### src/rtl/pipe_ctrl_param.sv
// -----------------------------------------------------------------------------
// pipe_ctrl_param
// Pipeline controller for the OpenMIPS core: stall vector generation for
// STAGES stall-requesting stages, exception redirect with a multi-cycle flush
// sequencer, a valid/ack redirect handshake towards fetch, and a stall watchdog.
//
// Ports:
//   clk             clock
//   rst             synchronous active-low reset (all outputs forced low while 0)
//   stallreq_i      per-stage stall request, bit 0 = PC, bit STAGES-1 = WB
//   excepttype_i    exception code from MEM, 0 = none
//   cp0_epc_i       EPC from CP0 (eret target)
//   cp0_ebase_i     exception base from CP0
//   new_pc_o        redirect target
//   new_pc_valid_o  redirect target valid
//   new_pc_ack_i    fetch accepted the redirect
//   flush_o         flush all pipeline registers
//   stall_o         stall vector, 1 = hold the stage
//   stall_timeout_o one-cycle watchdog pulse
//   busy_o          exception sequence in progress
// -----------------------------------------------------------------------------
module pipe_ctrl_param #(
    parameter int                 STAGES        = 6,
    parameter int                 DATA_W        = 32,
    parameter int                 FLUSH_CYCLES  = 1,
    parameter int                 STALL_TIMEOUT = 255,
    parameter logic [DATA_W-1:0]  VEC_INT_OFF   = 32'h0000_0020,
    parameter logic [DATA_W-1:0]  VEC_EXC_OFF   = 32'h0000_0040
) (
    input  logic              clk,
    input  logic              rst,
    input  logic [STAGES-1:0] stallreq_i,
    input  logic [31:0]       excepttype_i,
    input  logic [DATA_W-1:0] cp0_epc_i,
    input  logic [DATA_W-1:0] cp0_ebase_i,
    output logic [DATA_W-1:0] new_pc_o,
    output logic              new_pc_valid_o,
    input  logic              new_pc_ack_i,
    output logic              flush_o,
    output logic [STAGES-1:0] stall_o,
    output logic              stall_timeout_o,
    output logic              busy_o
);

    localparam int FC_W = (FLUSH_CYCLES > 1) ? $clog2(FLUSH_CYCLES + 1) : 1;

    typedef enum logic [1:0] {
        ST_IDLE     = 2'd0,
        ST_FLUSH    = 2'd1,
        ST_WAIT_ACK = 2'd2
    } state_t;

    state_t            state_q, state_d;
    logic [DATA_W-1:0] pc_q, pc_d;
    logic [FC_W-1:0]   flush_cnt_q, flush_cnt_d;
    logic              ack_seen_q, ack_seen_d;
    logic              timeout_q;

    logic              exc_s;
    logic [DATA_W-1:0] target_s;
    logic [STAGES-1:0] stall_s;

    // Redirect target for a nonzero exception code; additions wrap naturally.
    function automatic logic [DATA_W-1:0] decode_target(
        input logic [31:0]       code,
        input logic [DATA_W-1:0] epc,
        input logic [DATA_W-1:0] ebase
    );
        case (code)
            32'h0000_000f: decode_target = ebase + VEC_INT_OFF;
            32'h0000_000e: decode_target = epc;
            default:       decode_target = ebase + VEC_EXC_OFF;
        endcase
    endfunction

    assign exc_s    = (excepttype_i != 32'h0000_0000);
    assign target_s = decode_target(excepttype_i, cp0_epc_i, cp0_ebase_i);

    // Thermometer stall vector: every stage at or below the highest requester holds.
    always_comb begin : p_stall_vec
        logic acc_v;
        acc_v   = 1'b0;
        stall_s = '0;
        for (int i = STAGES - 1; i >= 0; i--) begin
            acc_v      = acc_v | stallreq_i[i];
            stall_s[i] = acc_v;
        end
    end

    // Next-state logic of the exception sequencer.
    always_comb begin
        state_d     = state_q;
        pc_d        = pc_q;
        flush_cnt_d = flush_cnt_q;
        ack_seen_d  = ack_seen_q;
        case (state_q)
            ST_IDLE: begin
                if (exc_s) begin
                    pc_d       = target_s;
                    ack_seen_d = new_pc_ack_i;
                    if (FLUSH_CYCLES > 1) begin
                        state_d     = ST_FLUSH;
                        flush_cnt_d = FC_W'(FLUSH_CYCLES - 1);
                    end else if (new_pc_ack_i) begin
                        state_d = ST_IDLE;
                    end else begin
                        state_d = ST_WAIT_ACK;
                    end
                end else begin
                    state_d = ST_IDLE;
                end
            end
            ST_FLUSH: begin
                // Once ack_seen is set valid is low, so OR-ing the raw ack is harmless.
                ack_seen_d  = ack_seen_q | new_pc_ack_i;
                flush_cnt_d = flush_cnt_q - FC_W'(1);
                if (flush_cnt_q == FC_W'(1)) begin
                    state_d = (ack_seen_q || new_pc_ack_i) ? ST_IDLE : ST_WAIT_ACK;
                end else begin
                    state_d = ST_FLUSH;
                end
            end
            ST_WAIT_ACK: begin
                if (new_pc_ack_i) begin
                    state_d = ST_IDLE;
                end else begin
                    state_d = ST_WAIT_ACK;
                end
            end
            default: begin
                state_d = ST_IDLE;
            end
        endcase
    end

    // Sequencer state registers with synchronous active-low reset.
    always_ff @(posedge clk) begin
        if (!rst) begin
            state_q     <= ST_IDLE;
            pc_q        <= '0;
            flush_cnt_q <= '0;
            ack_seen_q  <= 1'b0;
        end else begin
            state_q     <= state_d;
            pc_q        <= pc_d;
            flush_cnt_q <= flush_cnt_d;
            ack_seen_q  <= ack_seen_d;
        end
    end

    // Output decode; reset forces every output low in the same cycle.
    always_comb begin
        new_pc_o        = '0;
        new_pc_valid_o  = 1'b0;
        flush_o         = 1'b0;
        stall_o         = '0;
        busy_o          = 1'b0;
        stall_timeout_o = 1'b0;
        if (!rst) begin
            stall_o = '0;
        end else begin
            stall_timeout_o = timeout_q;
            case (state_q)
                ST_IDLE: begin
                    if (exc_s) begin
                        flush_o        = 1'b1;
                        new_pc_valid_o = 1'b1;
                        new_pc_o       = target_s;
                    end else begin
                        stall_o = stall_s;
                    end
                end
                ST_FLUSH: begin
                    busy_o         = 1'b1;
                    flush_o        = 1'b1;
                    new_pc_valid_o = !ack_seen_q;
                    new_pc_o       = pc_q;
                end
                ST_WAIT_ACK: begin
                    busy_o         = 1'b1;
                    stall_o        = '1;
                    new_pc_valid_o = 1'b1;
                    new_pc_o       = pc_q;
                end
                default: begin
                    busy_o = 1'b0;
                end
            endcase
        end
    end

    if (STALL_TIMEOUT > 0) begin : g_wd
        localparam int WD_W = $clog2(STALL_TIMEOUT + 1);
        logic [WD_W-1:0] wd_cnt_q;
        logic            wd_inc_s;

        assign wd_inc_s = (state_q == ST_IDLE) && !exc_s && (stall_s != '0);

        // Watchdog: count consecutive stalled IDLE cycles, pulse and restart at the limit.
        always_ff @(posedge clk) begin
            if (!rst) begin
                wd_cnt_q  <= '0;
                timeout_q <= 1'b0;
            end else if (wd_inc_s) begin
                if (wd_cnt_q == WD_W'(STALL_TIMEOUT - 1)) begin
                    wd_cnt_q  <= '0;
                    timeout_q <= 1'b1;
                end else begin
                    wd_cnt_q  <= wd_cnt_q + WD_W'(1);
                    timeout_q <= 1'b0;
                end
            end else begin
                wd_cnt_q  <= '0;
                timeout_q <= 1'b0;
            end
        end
    end else begin : g_no_wd
        assign timeout_q = 1'b0;
    end

endmodule

### config.mk
export PLATFORM = sky130hd
export DESIGN_NAME = pipe_ctrl_param
export DESIGN_NICKNAME = d
export VERILOG_FILES = /design/src/rtl/pipe_ctrl_param.sv
export SDC_FILE = /design/constraint.sdc
export NUM_CORES = 1
export LEC_CHECK = 0
export ABC_AREA = 1
export CORE_ASPECT_RATIO = 1.2
export CORE_MARGIN = 2
export CORE_UTILIZATION = 50
export DETAILED_ROUTE_END_ITERATION = 8
export PLACE_DENSITY = 0.88
export SLEW_MARGIN = 20
export SYNTH_ARGS = -nofsm -noshare
export SYNTH_HDL_FRONTEND = slang
export SYNTH_SLANG_ARGS = --single-unit
### constraint.sdc
create_clock -name clk -period 3.3 [get_ports clk]
set_clock_uncertainty 0.05 [all_clocks]
set_input_delay 0.495 -clock clk [delete_from_list [all_inputs] [get_ports clk]]
set_output_delay 0.495 -clock clk [all_outputs]
set_load 0.01 [all_outputs]
==> results.json <==
{
  "via_count": 5512,
  "worst_slew_pin_slew_ns": 0.5288,
  "cts_hold_buf": 0,
  "drc": 0,
  "row_count": 36,
  "syn_nets": 838,
  "path_class": "in2out",
  "ys_warn_count": 0,
  "end_kind": "primary output",
  "cts_tree": "built",
  "numCtsBuffers": 5,
  "setup_violations": 0,
  "die_y_um": 103.4,
  "clk_latency_ns": 0.30,
  "drv_cap": 0,
  "hpwl_um": 12080,
  "grt_use_total": 0.3231,
  "place.gp.congestion": 0.9585,
  "synth_seq_cells": 45,
  "synth_area_um2": 4116,
  "drive_gt1_frac": 0.1512,
  "cp_cell_sequence": "clkdlybuf4s50_1 -> inv_1 -> nand4_1 -> nor2_1 -> nand2_2 -> nor2_8 -> buf_12 -> nor2_4 -> o21ai_0 -> nand3_1 -> a21oi_1 -> dlygate4sd2_1",
  "required_ns": 2.75,
  "grt_max_degree": 44,
  "numClockSinks": 45,
  "dr.pass1.iters": 5,
  "busiest_layer": "met2",
  "die-area_um2": 8978,
  "status": "finished clean",
  "postRouteAntennaNets": 0,
  "ir_worst_vdd_v": 0.0001247,
  "finalNonFillerCells": 1021,
  "p_leak_nw": 2.964,
  "finalHoldViolCount": 0,
  "grt_use_met3": 0.04127,
  "start_kind": "input pin",
  "root_buffer": "clkbuf_8",
  "rsz0062_at_grt": "yes",
  "htreeDepth": 2,
  "syn_area_per_cell_um2": 5.678,
  "area_delta_synth_final_pct": 54.92,
  "synth_top_area_frac": 0.2289,
  "r2r_setup_slack_ns": 1.63,
  "die_x_um": 86.83,
  "fin_util": 0.7910,
  "gr-usage-met2": 0.6171,
  "start_util": 0.5106,
  "nets": 1038,
  "slowest_delay_ns": 0.53,
  "grt_pass1_vias": 5169,
  "ys_types": 30,
  "whs_path_depth": 2,
  "fmax_ghz": 0.3138,
  "total_power_mw": 1.443,
  "grtUsageMet1": 0.3667,
  "reg2reg_from": "state_q[0]",
  "synth-seq-area-share": 0.2188,
  "slew_headroom": 0.6475,
  "overflow": 0,
  "cp_num_buf_inv": 4,
  "core_area_um2": 8063,
  "clk_pin_slew_ns": 0.09,
  "wire_per_inst_um": 15.22,
  "critPathMaxFanout": 15,
  "slowest_stage": "clkdlybuf4s50_1",
  "synthTopCellsByArea": "nand2_1 (23%), dfxtp_1 (22%), nand3_1 (9.5%)",
  "io_pins": 147,
  "drt_iter0_drc": 332,
  "rr_endpoint": "pc_q[20]",
  "holdPathEnd": "pc_q[23]",
  "num_antenna_cells": 0,
  "power_density_nw_per_um2": 226.2,
  "syn_inst": 725,
  "crit_arrival_ns": 2.64,
  "dp.cells": 1005,
  "vias_per_cell": 5.399,
  "yosys.area.top_type": "nand2_1",
  "hp-start": "pc_q[23]",
  "hp-class": "reg2reg",
  "cp_top_family": "buffers and inverters",
  "min_period_ns": 3.187,
  "slew_violations": 0,
  "clock_path_buffers": 2,
  "grt_antenna_before_repair": 0,
  "routed_wl_um": 15540,
  "io_buffer_count": 146,
  "grt_pass1_wl_um": 23230,
  "rr_worst_depth": 9,
  "fin_crit_sh": 0.9657
}
## layer usage
layer / part of all wire / vias up
met5: 0 / -
met4: 0.025 / 0
met2: 0.52 / 234
met1: 0.39 / 2531
li1: - / 2713
met3: 0.063 / 34
## placed cells by master (no fill, tap or decap), types with 3 or more instances in the layout
master,count
nand2_1,248
clkdlybuf4s50_1,109
nor2_1,80
nand3_1,76
a21oi_1,75
buf_4,66
inv_1,57
dfxtp_1,45
dlygate4sd2_1,21
xor2_1,17
o21ai_0,14
nor2_2,14
dlymetal6s2s_1,14
xnor2_1,8
nor2_4,8
nand2_2,7
buf_12,7
o21ai_2,6
nand4_1,6
ha_1,6
or2_2,5
a21oi_2,5
clkbuf_8,5
o21ai_1,4
nand3_2,3
## layout make-up
type,count,area (µm²)
sequential,45,900.9
timing repair buffer,221,2122
inverter,58,217.7
clock buffer,5,68.82
fill,638,1685
clock inverter,3,21.27
multi-input combinational,594,2928
tap,95,118.9
## sequential cells by signal, summed over array words and instances (netlist names)
| register | cells |
|---|---|
| pc_q | 32 |
| g_wd.wd_cnt_q | 8 |
| state_q | 2 |
| ack_seen_q | 1 |
| flush_cnt_q | 1 |
| timeout_q | 1 |
## cell families after synthesis
logic type                 count (synthesis)  share of synthesized area
AOI/OAI and AO/OA                        106                     0.1359
xor gates and xnor gates                  25                    0.05319
adders and majority gates                  8                    0.02432
buffers and inverters                     86                    0.09210
DFF                                       45                     0.2188
and+or+nand+nor                          455                     0.4757
## synthesized netlist by cell type (all sizes together)
cell,n
a21oi,81
and2,2
buf,17
clkbuf,11
clkinv,1
dfxtp,45
ha,8
inv,57
nand2,256
nand3,79
nand4,7
nor2,104
nor3,2
o21ai,24
o21bai,1
or2,5
xnor2,8
xor2,17
## report_power, final
part           switching, mW  total, mW  internal, mW
clock network          0.207      0.357         0.151
logic                  0.238      0.497         0.258
registers             0.0158      0.589         0.573
total                  0.461       1.44         0.982
## stage by stage
step	area (µm²)	worst slack [ns]	setup TNS [ns]	hold WS [ns]
6_report	6377	0.1133	0	0.4186
5_1_grt	6377	-0.04550	-0.1217	0.4444
4_1_cts	6231	-0.06051	-0.06051	0.4205
3_5_place_dp	6113	-0.1882	-2.732	0.4085
3_3_place_gp	6113	-0.1111	-0.8010	0.3888
2_1_floorplan	4116	1.041	0	0.3797
## worst min-delay path: stages, from the launching register on
cell and delay (ns):
dfxtp_1 0.32, nand2_1 0.06, a21oi_1 0.05
## how the worst max path moves through the flow
stage / start / end / depth (start not counted)
3_3_place_gp: cp0_ebase_i[6] / new_pc_o[22] / 13
3_5_place_dp: excepttype_i[21] / new_pc_o[27] / 12
5_1_grt: excepttype_i[15] / stall_o[2] / 10
6_report: excepttype_i[0] / new_pc_o[12] / 12
2_1_floorplan: excepttype_i[31] / new_pc_o[22] / 10
4_1_cts: cp0_ebase_i[6] / new_pc_o[22] / 13
## repair_timing
item / in CTS / in global routing
hold endpoints to repair: 0 / 0
resized for setup: 40 / 32
gates cloned: 0 / 0
buffers inserted: 1 / 8
pin swaps: 1 / 4
setup endpoints to repair: 27 / 18
Note: power is estimated with default switching activity, not from simulation.
